**src/rtl/uart_tx_framer.sv**
```systemverilog
// UART transmitter with a small input FIFO; frames queued words onto uart_tx
// with configurable data width, parity, stop bits and bit period.
module uart_tx_framer #(
  parameter int CLKS_PER_BIT = 5208,
  parameter int DATA_BITS    = 8,
  parameter int PARITY       = 0,
  parameter int STOP_BITS    = 1,
  parameter int FIFO_DEPTH   = 4
) (
  input  logic                          clk,
  input  logic                          rst,
  input  logic [DATA_BITS-1:0]          tx_data,
  input  logic                          tx_valid,
  output logic                          tx_ready,
  output logic                          uart_tx,
  output logic                          busy,
  output logic [$clog2(FIFO_DEPTH):0]   fifo_level
);

  localparam int AW = $clog2(FIFO_DEPTH);
  localparam int CW = $clog2(CLKS_PER_BIT);
  localparam int BW = $clog2(DATA_BITS + 1);
  localparam logic [AW:0]   DEPTH_L   = (AW+1)'(FIFO_DEPTH);
  localparam logic [AW:0]   PTR_ONE   = (AW+1)'(1);
  localparam logic [CW-1:0] LAST_BAUD = CW'(CLKS_PER_BIT - 1);
  localparam logic [CW-1:0] BAUD_ONE  = CW'(1);
  localparam logic [BW-1:0] LAST_DATA = BW'(DATA_BITS - 1);
  localparam logic [BW-1:0] LAST_STOP = BW'(STOP_BITS - 1);
  localparam logic [BW-1:0] BIT_ONE   = BW'(1);
  localparam logic          ODD       = (PARITY == 1);

  typedef enum logic [2:0] {S_IDLE, S_START, S_DATA, S_PARITY, S_STOP} state_t;

  logic [DATA_BITS-1:0] mem [FIFO_DEPTH];
  logic [AW:0]          wr_ptr, rd_ptr;
  logic                 push, pop, full, empty;
  logic [DATA_BITS-1:0] head;

  state_t               state_reg, state_next;
  logic [CW-1:0]        baud_reg, baud_next;
  logic [BW-1:0]        bit_reg, bit_next;
  logic [DATA_BITS-1:0] shift_reg, shift_next;
  logic                 parity_reg, parity_next;
  logic                 tx_reg, tx_next;
  logic                 bit_end, load;

  // Pointers carry one extra wrap bit so full and empty are distinguishable.
  assign fifo_level = wr_ptr - rd_ptr;
  assign full       = (fifo_level == DEPTH_L);
  assign empty      = (fifo_level == '0);
  assign tx_ready   = !full;
  assign push       = tx_valid && !full;
  assign head       = mem[rd_ptr[AW-1:0]];

  always_ff @(posedge clk) begin
    if (push) mem[wr_ptr[AW-1:0]] <= tx_data;
  end

  always_ff @(posedge clk or negedge rst) begin
    if (!rst) begin
      wr_ptr <= '0;
      rd_ptr <= '0;
    end else begin
      if (push) wr_ptr <= wr_ptr + PTR_ONE;
      if (pop)  rd_ptr <= rd_ptr + PTR_ONE;
    end
  end

  always_ff @(posedge clk or negedge rst) begin
    if (!rst) begin
      state_reg  <= S_IDLE;
      baud_reg   <= '0;
      bit_reg    <= '0;
      shift_reg  <= '0;
      parity_reg <= 1'b0;
      tx_reg     <= 1'b1;
    end else begin
      state_reg  <= state_next;
      baud_reg   <= baud_next;
      bit_reg    <= bit_next;
      shift_reg  <= shift_next;
      parity_reg <= parity_next;
      tx_reg     <= tx_next;
    end
  end

  assign bit_end = (baud_reg == LAST_BAUD);

  // tx_next is the value the line takes after this edge, so uart_tx stays a pure register.
  always_comb begin
    state_next  = state_reg;
    baud_next   = baud_reg;
    bit_next    = bit_reg;
    shift_next  = shift_reg;
    parity_next = parity_reg;
    tx_next     = tx_reg;
    load        = 1'b0;
    pop         = 1'b0;

    if (state_reg != S_IDLE) baud_next = bit_end ? '0 : baud_reg + BAUD_ONE;

    case (state_reg)
      S_IDLE: begin
        tx_next = 1'b1;
        if (!empty) load = 1'b1;
      end
      S_START: begin
        if (bit_end) begin
          state_next = S_DATA;
          tx_next    = shift_reg[0];
          bit_next   = '0;
        end
      end
      S_DATA: begin
        if (bit_end) begin
          if (bit_reg == LAST_DATA) begin
            bit_next = '0;
            if (PARITY != 0) begin
              state_next = S_PARITY;
              tx_next    = parity_reg;
            end else begin
              state_next = S_STOP;
              tx_next    = 1'b1;
            end
          end else begin
            shift_next = shift_reg >> 1;
            tx_next    = shift_reg[1];
            bit_next   = bit_reg + BIT_ONE;
          end
        end
      end
      S_PARITY: begin
        if (bit_end) begin
          state_next = S_STOP;
          tx_next    = 1'b1;
          bit_next   = '0;
        end
      end
      S_STOP: begin
        if (bit_end) begin
          if (bit_reg == LAST_STOP) begin
            if (!empty) load = 1'b1;
            else begin
              state_next = S_IDLE;
              tx_next    = 1'b1;
            end
          end else begin
            bit_next = bit_reg + BIT_ONE;
          end
        end
      end
      default: state_next = S_IDLE;
    endcase

    // Pop the head straight into the shifter; the start bit goes out on this edge.
    if (load) begin
      pop         = 1'b1;
      state_next  = S_START;
      shift_next  = head;
      parity_next = (^head) ^ ODD;
      tx_next     = 1'b0;
      baud_next   = '0;
      bit_next    = '0;
    end
  end

  assign uart_tx = tx_reg;
  assign busy    = (state_reg != S_IDLE) || !empty;

endmodule
```
**config.mk**
```make
export PLATFORM = sky130hd
export DESIGN_NAME = uart_tx_framer
export DESIGN_NICKNAME = d
export VERILOG_FILES = /design/src/rtl/uart_tx_framer.sv
export SDC_FILE = /design/constraint.sdc
export NUM_CORES = 1
export LEC_CHECK = 0
export BUFFER_PORTS_ARGS = -buffer_cell sky130_fd_sc_hd__buf_2
export CORE_ASPECT_RATIO = 0.75
export CORE_MARGIN = 1
export CORE_UTILIZATION = 35
export CTS_CLUSTER_DIAMETER = 40
export DETAILED_ROUTE_END_ITERATION = 6
export SLEW_MARGIN = 20
export SYNTH_ARGS = -nofsm -noshare
export SYNTH_HDL_FRONTEND = slang
export SYNTH_SLANG_ARGS = --single-unit
```
**constraint.sdc**
```tcl
create_clock -name clk -period 4.03 [get_ports clk]
set_input_delay 0.6045 -clock clk [delete_from_list [all_inputs] [get_ports clk]]
set_output_delay 0.6045 -clock clk [all_outputs]
set_load 0.005 [all_outputs]
```
After elaboration in Yosys (flattened, before gate mapping):

Memories as Yosys holds them, arrays and structs flattened.
Cells that the tools add are included.

* flip-flop bits (word level): 35
* RAM bits: 32
* input bits: 11
* output and inout port bits: 6
* logic and storage cells: 88
* memories: 1

* add/subtract/negate cells: 5
* eq/ne operators: 18
* multiplexer cells: 39
* reductions and logical operators: 18

Memories
* mem: depth 4, width 8, rd ports 1, clocked after Yosys merged registers in 0, wr ports 1, RTL line 34 `logic [DATA_BITS-1:0] mem [FIFO_DEPTH];`

Operator list (number)
* 13-bit two-way mux: 3
* 8-bit two-way mux: 4
* 3-bit two-way mux: 8
* 4-bit two-way mux: 6
* 3-bit inequality test, second input constant: 8
* 3-bit one-hot mux with 5 select lines: 1
* 1-bit two-way mux: 14
* 13-bit by 1-bit adder with 13-bit output, second input constant: 1
* 13-bit equality test, second input constant: 1
* 4-bit one-hot mux with 3 select lines: 1
* 8-bit AND reduction: 1
* 7-bit AND reduction: 1
* 3-bit by 1-bit adder with 3-bit output, second input constant: 2
* 3-bit by 2-bit equality test with 1-bit output, second input constant: 2
* 3-bit equality test, second input constant: 2
* 3-bit logical NOT: 2
* 2-bit nonzero test: 3
* 6-bit nonzero test: 1
* 1-bit one-hot mux with 5 select lines: 1
* 5-bit AND reduction: 1
* 4-bit by 1-bit adder with 4-bit output, second input constant: 1
* 4-bit by 3-bit equality test with 1-bit output, second input constant: 1
* 4-bit logical NOT: 1
* 2-bit inequality test, second input constant: 2
* other kinds (11): 12

Depth between registers and ports, before layout:

Gate-level depths: netlist of the first run.

* depth after elaboration: 8
* mapped depth: 9

Least setup slack after synthesis of the first run:

Ideal clock, no wire load.

* path type: register to output
* start: reg wr_ptr[0]
* end: out busy
* data arrival time: 1.705 ns
* required time: 3.425 ns
* path slack: 1.721 ns
* stages on the path, launching flop included: 7
* path buffers: 0
* cells stage by stage: dfrtp_1 > inv_1 > ha_1 > fa_1 > xor3_1 > nor2_1 > nand2_1

* word-level cells in the longest chain between the ends: 4

Ends and longest elaborated chain
* start, declared: RTL line 35 `logic [AW:0] wr_ptr, rd_ptr;`
* start signal, assigned: RTL line 64 `if (push) wr_ptr <= wr_ptr + PTR_ONE;`
* 3-bit subtractor: RTL line 48 `assign fifo_level = wr_ptr - rd_ptr;`
* net fifo_level[2]: RTL line 17 `output logic [$clog2(FIFO_DEPTH):0] fifo_level`
* 3-bit logical NOT: RTL line 50 `assign empty = (fifo_level == '0);`
* 1-bit logical NOT: RTL line 168 `assign busy = (state_reg != S_IDLE) || !empty;`
* 1-bit logical OR: RTL line 168
* end, declared: RTL line 16 `output logic busy,`

The timed path passes the listed nets, and every way through them passes these cells.

Worst setup path in the final report of the first run:

* start: reg wr_ptr[0]
* end: out busy

* word-level cells in the longest chain between the ends: 4

Ends and longest elaborated chain (RTL line)
* 3-bit subtractor: 48
* 3-bit logical NOT: 50
* 1-bit logical NOT: 168
* 1-bit logical OR: 168

Every way passes these cells.

==> run metrics, run 1 <==
CP Data Required Time=3430 ps; top post-synthesis cells by area=edfxtp_1, dfrtp_1, mux4_2, ha_1, nand2_1; Post-CTS Resized=0; Synth Area in Adders=0.0410; crit path max fanout=7; Setup Fix Bufs, Post-CTS=0; CTS max path bufs=2; max_cap viols=0; layout cells sized above 1=0.163; Die ar.=9640 um2; Vias/cell=5.09; Final period util=0.736; Clk network pwr share=0.415; FMAX=337 MHz; # nets final=305; worst path arrival time=2360 ps; Std-Cell Rows=29; simple-gate share of the synthesized area=0.157; Lkg Pwr=1.51 nW; Fin Setup TNS=0 ps; die height=85.3 um; # DRC=0; Sequential Area=1840 um2; register bit count reported by yosys=67; clock root buffer=clkbuf_16; Mapped Avg Cell Area=12.2 um2; clock sinks=67; core area=8710 um2; die width=113 um; startpoint types=register; most common cell in the netlist=dfrtp_1; vias in the first global route=2104; Initial Util=0.372; # port buffers=16; Hold-fix buffers, CTS=0; Final Non-Filler Cells=397; # IOs=17; combinational family with the most area after synthesis=simple AND/OR/NAND/NOR gates; dpl hpwl=4040 um; placed cell count=381; Net Sw Frac=0.260; DR WL/cell=15.3 um; First-pass DRT Iterations=4; initial antenna violation count=0; Seq/Total Area, Yosys=0.568; PwrDens=515 nW/um2; type of the worst min-delay path=in2async; mapped cell area=3240 um2; Comb power frac=0.147; post-synthesis mux area share=0.0742; CTS tree=built; final hold vios=0; clock buffer count from CTS=9; DRT iter0 DRCs=106; GRT Util Overall=0.148; CP endpoint kind=output pin; drt total wl=6070 um; Async SR Flop Fraction=0.522; Area growth syn-to-layout=15.1%; synth warn=0; Yosys cell types=51; Worst Max-Slew Pin Slew=861 ps; # setup viols final=0; Compound-Gate Fraction of Synth Area=0.0823; r2r setup slk=1370 ps; CTS H-tree depth=3; Worst Skew=6.31 ps; ant diodes=0; number of flops mapped to enable cells by yosys=32; status=finished, final reports clean; Tot Pwr=1.92 mW; Post-Synth XOR/XNOR Area=0.0506; Final Max Slew Viols=0; routability congestion estimate=0.771; Seq pwr share=0.438; largest net degree at the start of global routing=36; worst-skew pair later-pin latency=340 ps; min cycle time layout=2970 ps; kind of critical path=reg2out; Clock transition at path regs=60 ps; post-synth top area share=0.297; Synth Net Count=287; grt total ovfl=0; Psw=0.499 mW; max FFs per register=32; top cells by count, synth=dfrtp_1, edfxtp_1, nand2_1; Pint=1.42 mW; Post-Synthesis Cells=266; RSZ-0062 raised after global routing=no; area leader, netlist=edfxtp_1; Multi-input gate area=1310 um2; Worst slew margin=0.425; antenna-violating nets left=0; Fillers=815; Worst IR Drop VDD=0.275 mV; Synth Flop Type=dfrtp_1; via count=2022; global-route wire length before repair=10600 um
[placed cells by master, fill, tap and decap left out, drive strengths merged, types with 9 or more instances in the layout]
cell and n:
dfrtp 34, edfxtp 32, nand2 22, nor2 21, buf 17, o21ai 15
nand3 14, inv 13, clkbuf 11, xnor2 9, ha 9
[per-layer routing]
metal,track usage,vias up,wire length (um)
li1,-,1004,-
met1,0.201,985,3130
met2,0.216,24,2650
met3,0.0479,9,209
met4,0.0682,0,76
met5,0,-,0
[kinds of logic (layout without fill, tap and decap cells)]
family / Yosys count / count (layout)
AND/OR/NAND/NOR: 96 / 96
flip-flops: 67 / 67
AO/OA/AOI/OAI: 39 / 39
buffers and inverters: 23 / 46
XOR/XNOR: 17 / 17
multiplexers: 14 / 14
adder cells (fa/ha/maj): 10 / 10
[layout make-up]
class,count,share of cell area
Sequential cell,67,0.493
Multi-Input combinational cell,176,0.352
Clock buffer,11,0.0651
Tap cell,108,0.0363
Timing Repair Buffer,17,0.0235
Clock inverter,5,0.0168
Inverter,13,0.0131
[power groups by stage]
stage / clock network, mW / logic (mW) / registers, mW
after global routing: 0.841 / 0.318 / 0.847
final: 0.797 / 0.282 / 0.840
after CTS: 0.816 / 0.292 / 0.841
after floorplan: 0 / 0.185 / 0.844
after detailed placement: 0 / 0.291 / 0.854
after global placement: 0 / 0.285 / 0.850
[through the flow]
stage          worst slack, ps  area, um2  hold WS (ps)   util
3_5_place_dp              1330       3420           460  0.393
4_1_cts                   1020       3730           394  0.428
3_3_place_gp              1390       3420           456  0.393
6_report                  1060       3730           366  0.428
2_1_floorplan             1720       3240           309      -
5_1_grt                    880       3730           441  0.428
[critical path: stages (launching register included)]
cell     delay (ps)
dfrtp_1         370
inv_1           120
ha_1            230
fa_1            380
xor3_1          260
nor2_1          400
nand2_1         120
buf_2           150
[path summary, 6_finish.rpt]
path / startpoint / endpoint / depth (start not counted)
worst min register to register: uart_tx / uart_tx / 2
worst min-delay path: rst / shift_reg[4] / 1
max in group asynchronous: rst / baud_reg[5] / 1
min in group clk: uart_tx / uart_tx / 2
worst max-delay path: wr_ptr[0] / busy / 7
worst max register to register: wr_ptr[0] / rd_ptr[2] / 8
Power figures use the tool's default switching activity.
==> run 2, diff against run 1 <==
==> constraint.sdc (replaced) <==
create_clock -name clk -period 2.7 [get_ports clk]
set_input_delay 0.405 -clock clk [delete_from_list [all_inputs] [get_ports clk]]
set_output_delay 0.405 -clock clk [all_outputs]
set_load 0.005 [all_outputs]
==> run metrics, run 2 (synthesized netlist as in run 1, its figures left out) <==
status=finished, final reports clean; worst reg2reg path depth=6 (-2); # port buffers=16 (unchanged); Initial Util=0.372 (unchanged); min cycle time layout=2590 ps; dpl hpwl=4320 um (+6.8%); Clock transition at path regs=60 ps (about the same); Final Non-Filler Cells=403 (+1.5%); startpoint types=register; worst path arrival time=2190 ps (-170 ps); Hold Slack=171 ps (-195 ps); Die ar.=9640 um2 (unchanged); Post-CTS Resized=1 (+1); Multi-input gate area=1320 um2 (+0.67%); max FFs per register=32 (unchanged); First-pass DRT Iterations=4 (unchanged); CP max-delay cell=dfrtp_1; Final Max Slew Viols=0 (unchanged); Std-Cell Rows=29 (unchanged); commonest non-fill, non-tap cells in the layout=dfrtp_1, edfxtp_1, nand2_1; Worst Skew=5.59 ps (-0.720 ps); routability congestion estimate=0.803 (+4.1%); # DRC=0 (unchanged); Lkg Pwr=1.53 nW (+1.3%); critical-path cell list=inv_1, ha_1, fa_1, xor3_2, nor2_4, nand2_1, buf_2; vias in the first global route=2052 (-2.5%); Worst Setup SP=wr_ptr[0]; FMAX=385 MHz; global-route wire length before repair=10600 um (-0.52%); DRT iter0 DRCs=116 (+9.4%); Vias/cell=5.12 (+0.46%); met3 WL=250 um (+20%); GRT Util Overall=0.148 (-0.000534); final hold vios=0 (unchanged); clock buffer count from CTS=9 (unchanged); PwrDens=739 nW/um2 (+44%); Sequential Area=1840 um2 (unchanged); Worst R2R Start=wr_ptr[0]; largest net degree at the start of global routing=36 (unchanged); drt total wl=6240 um (+2.8%); WL met2=2560 um (-3.6%); Tot Pwr=2.77 mW (+45%); Fin Setup TNS=0 ps (unchanged); CTS H-tree depth=3 (unchanged); RSZ-0062 raised after global routing=yes; Fillers=820 (+0.61%); worst-skew pair later-pin latency=330 ps (about the same); type of the worst min-delay path=in2async; initial antenna violation count=0 (unchanged); DR WL/cell=15.5 um (+1.2%); placed cell count=387 (+1.6%); Worst slew margin=0.416 (-0.00902); crit path max fanout=7 (unchanged); ant diodes=0 (unchanged); Hold-fix buffers, CTS=0 (unchanged); CP endpoint kind=output pin; grt total ovfl=0 (unchanged); final core utilization=0.431 (+0.00287); die height=85.3 um (unchanged); max incr delay on CP=380 ps (-20 ps); CP Data Required Time=2300 ps (-1130 ps); r2r setup slk=240 ps (-1130 ps); Area growth syn-to-layout=15.9%; Worst Max-Slew Pin Slew=875 ps (+13.3 ps); r2r endpoint=mem[3][4]; Final period util=0.961; clock root buffer=clkbuf_16; most common cell after layout, fill and taps aside=dfrtp_1; # IOs=17 (unchanged); CP Buf/Inv Count=2 (unchanged); CTS tree=built; core area=8710 um2 (unchanged); # nets final=311 (+2.0%); Worst Slack Setup Final=105 ps (-958 ps); Final Instance Area=3750 um2 (+0.67%); clock sinks=67 (unchanged); via count=2062 (+2.0%); antenna-violating nets left=0 (unchanged); # setup viols final=0 (unchanged); pre-CTS WS=150 ps (-1170 ps); layout cells sized above 1=0.190 (+0.0272); die width=113 um (unchanged); crit-path leading delay family=adder cells; Setup Fix Bufs, Post-CTS=0 (unchanged); CTS max path bufs=2 (unchanged); kind of critical path=reg2out; max_cap viols=0 (unchanged); Cell Area, Placed=3470 um2 (+1.3%); Post-Route M1 WL=3370 um (+7.5%); Worst IR Drop VDD=0.481 mV (+75%); highest metal used=met4
## run 2: cell types whose count changed in the layout (fill, tap and decap cells not counted), sizes merged
cell,delta
clkinv,+1
bufinv,-1
clkbuf,-2
inv,+2
buf,+6
## run 2: area by class of cell
type | instances | area share
Tap cell | 108 | 0.0360
Sequential cell | 67 | 0.490
Clock inverter | 7 | 0.0137
Inverter | 13 | 0.0130
Clock buffer | 9 | 0.0600
Timing Repair Buffer | 23 | 0.0353
Multi-Input combinational cell | 176 | 0.352
## run 2: per-layer routing
metal,up-vias,GRT usage
li1,1017,-
met1,1006,0.213
met2,30,0.205
met3,9,0.0564
met4,0,0.0431
met5,-,0
## run 2: worst max path at each step
stage	to	slack, ps	cells past startpoint
2_1_floorplan	shift_reg[0]	400	8
3_3_place_gp	shift_reg[0]	280	8
3_5_place_dp	baud_reg[3]	150	8
4_1_cts	busy	1	7
5_1_grt	busy	-0.1	7
6_report	busy	110	7
## run 2: worst reg2reg max path, stage by stage (launching register included)
cell	delay [ps]
dfrtp_1	380
inv_1	110
ha_1	220
fa_1	370
xor3_2	310
nand3_1	220
and3_1	500
## run 2: power by group
| group | internal, mW | leakage, nW | switching, mW |
|---|---|---|---|
| Clock | 0.625 | 0.132 | 0.449 |
| Combinational | 0.172 | 0.660 | 0.276 |
| Sequential | 1.21 | 0.733 | 0.0387 |
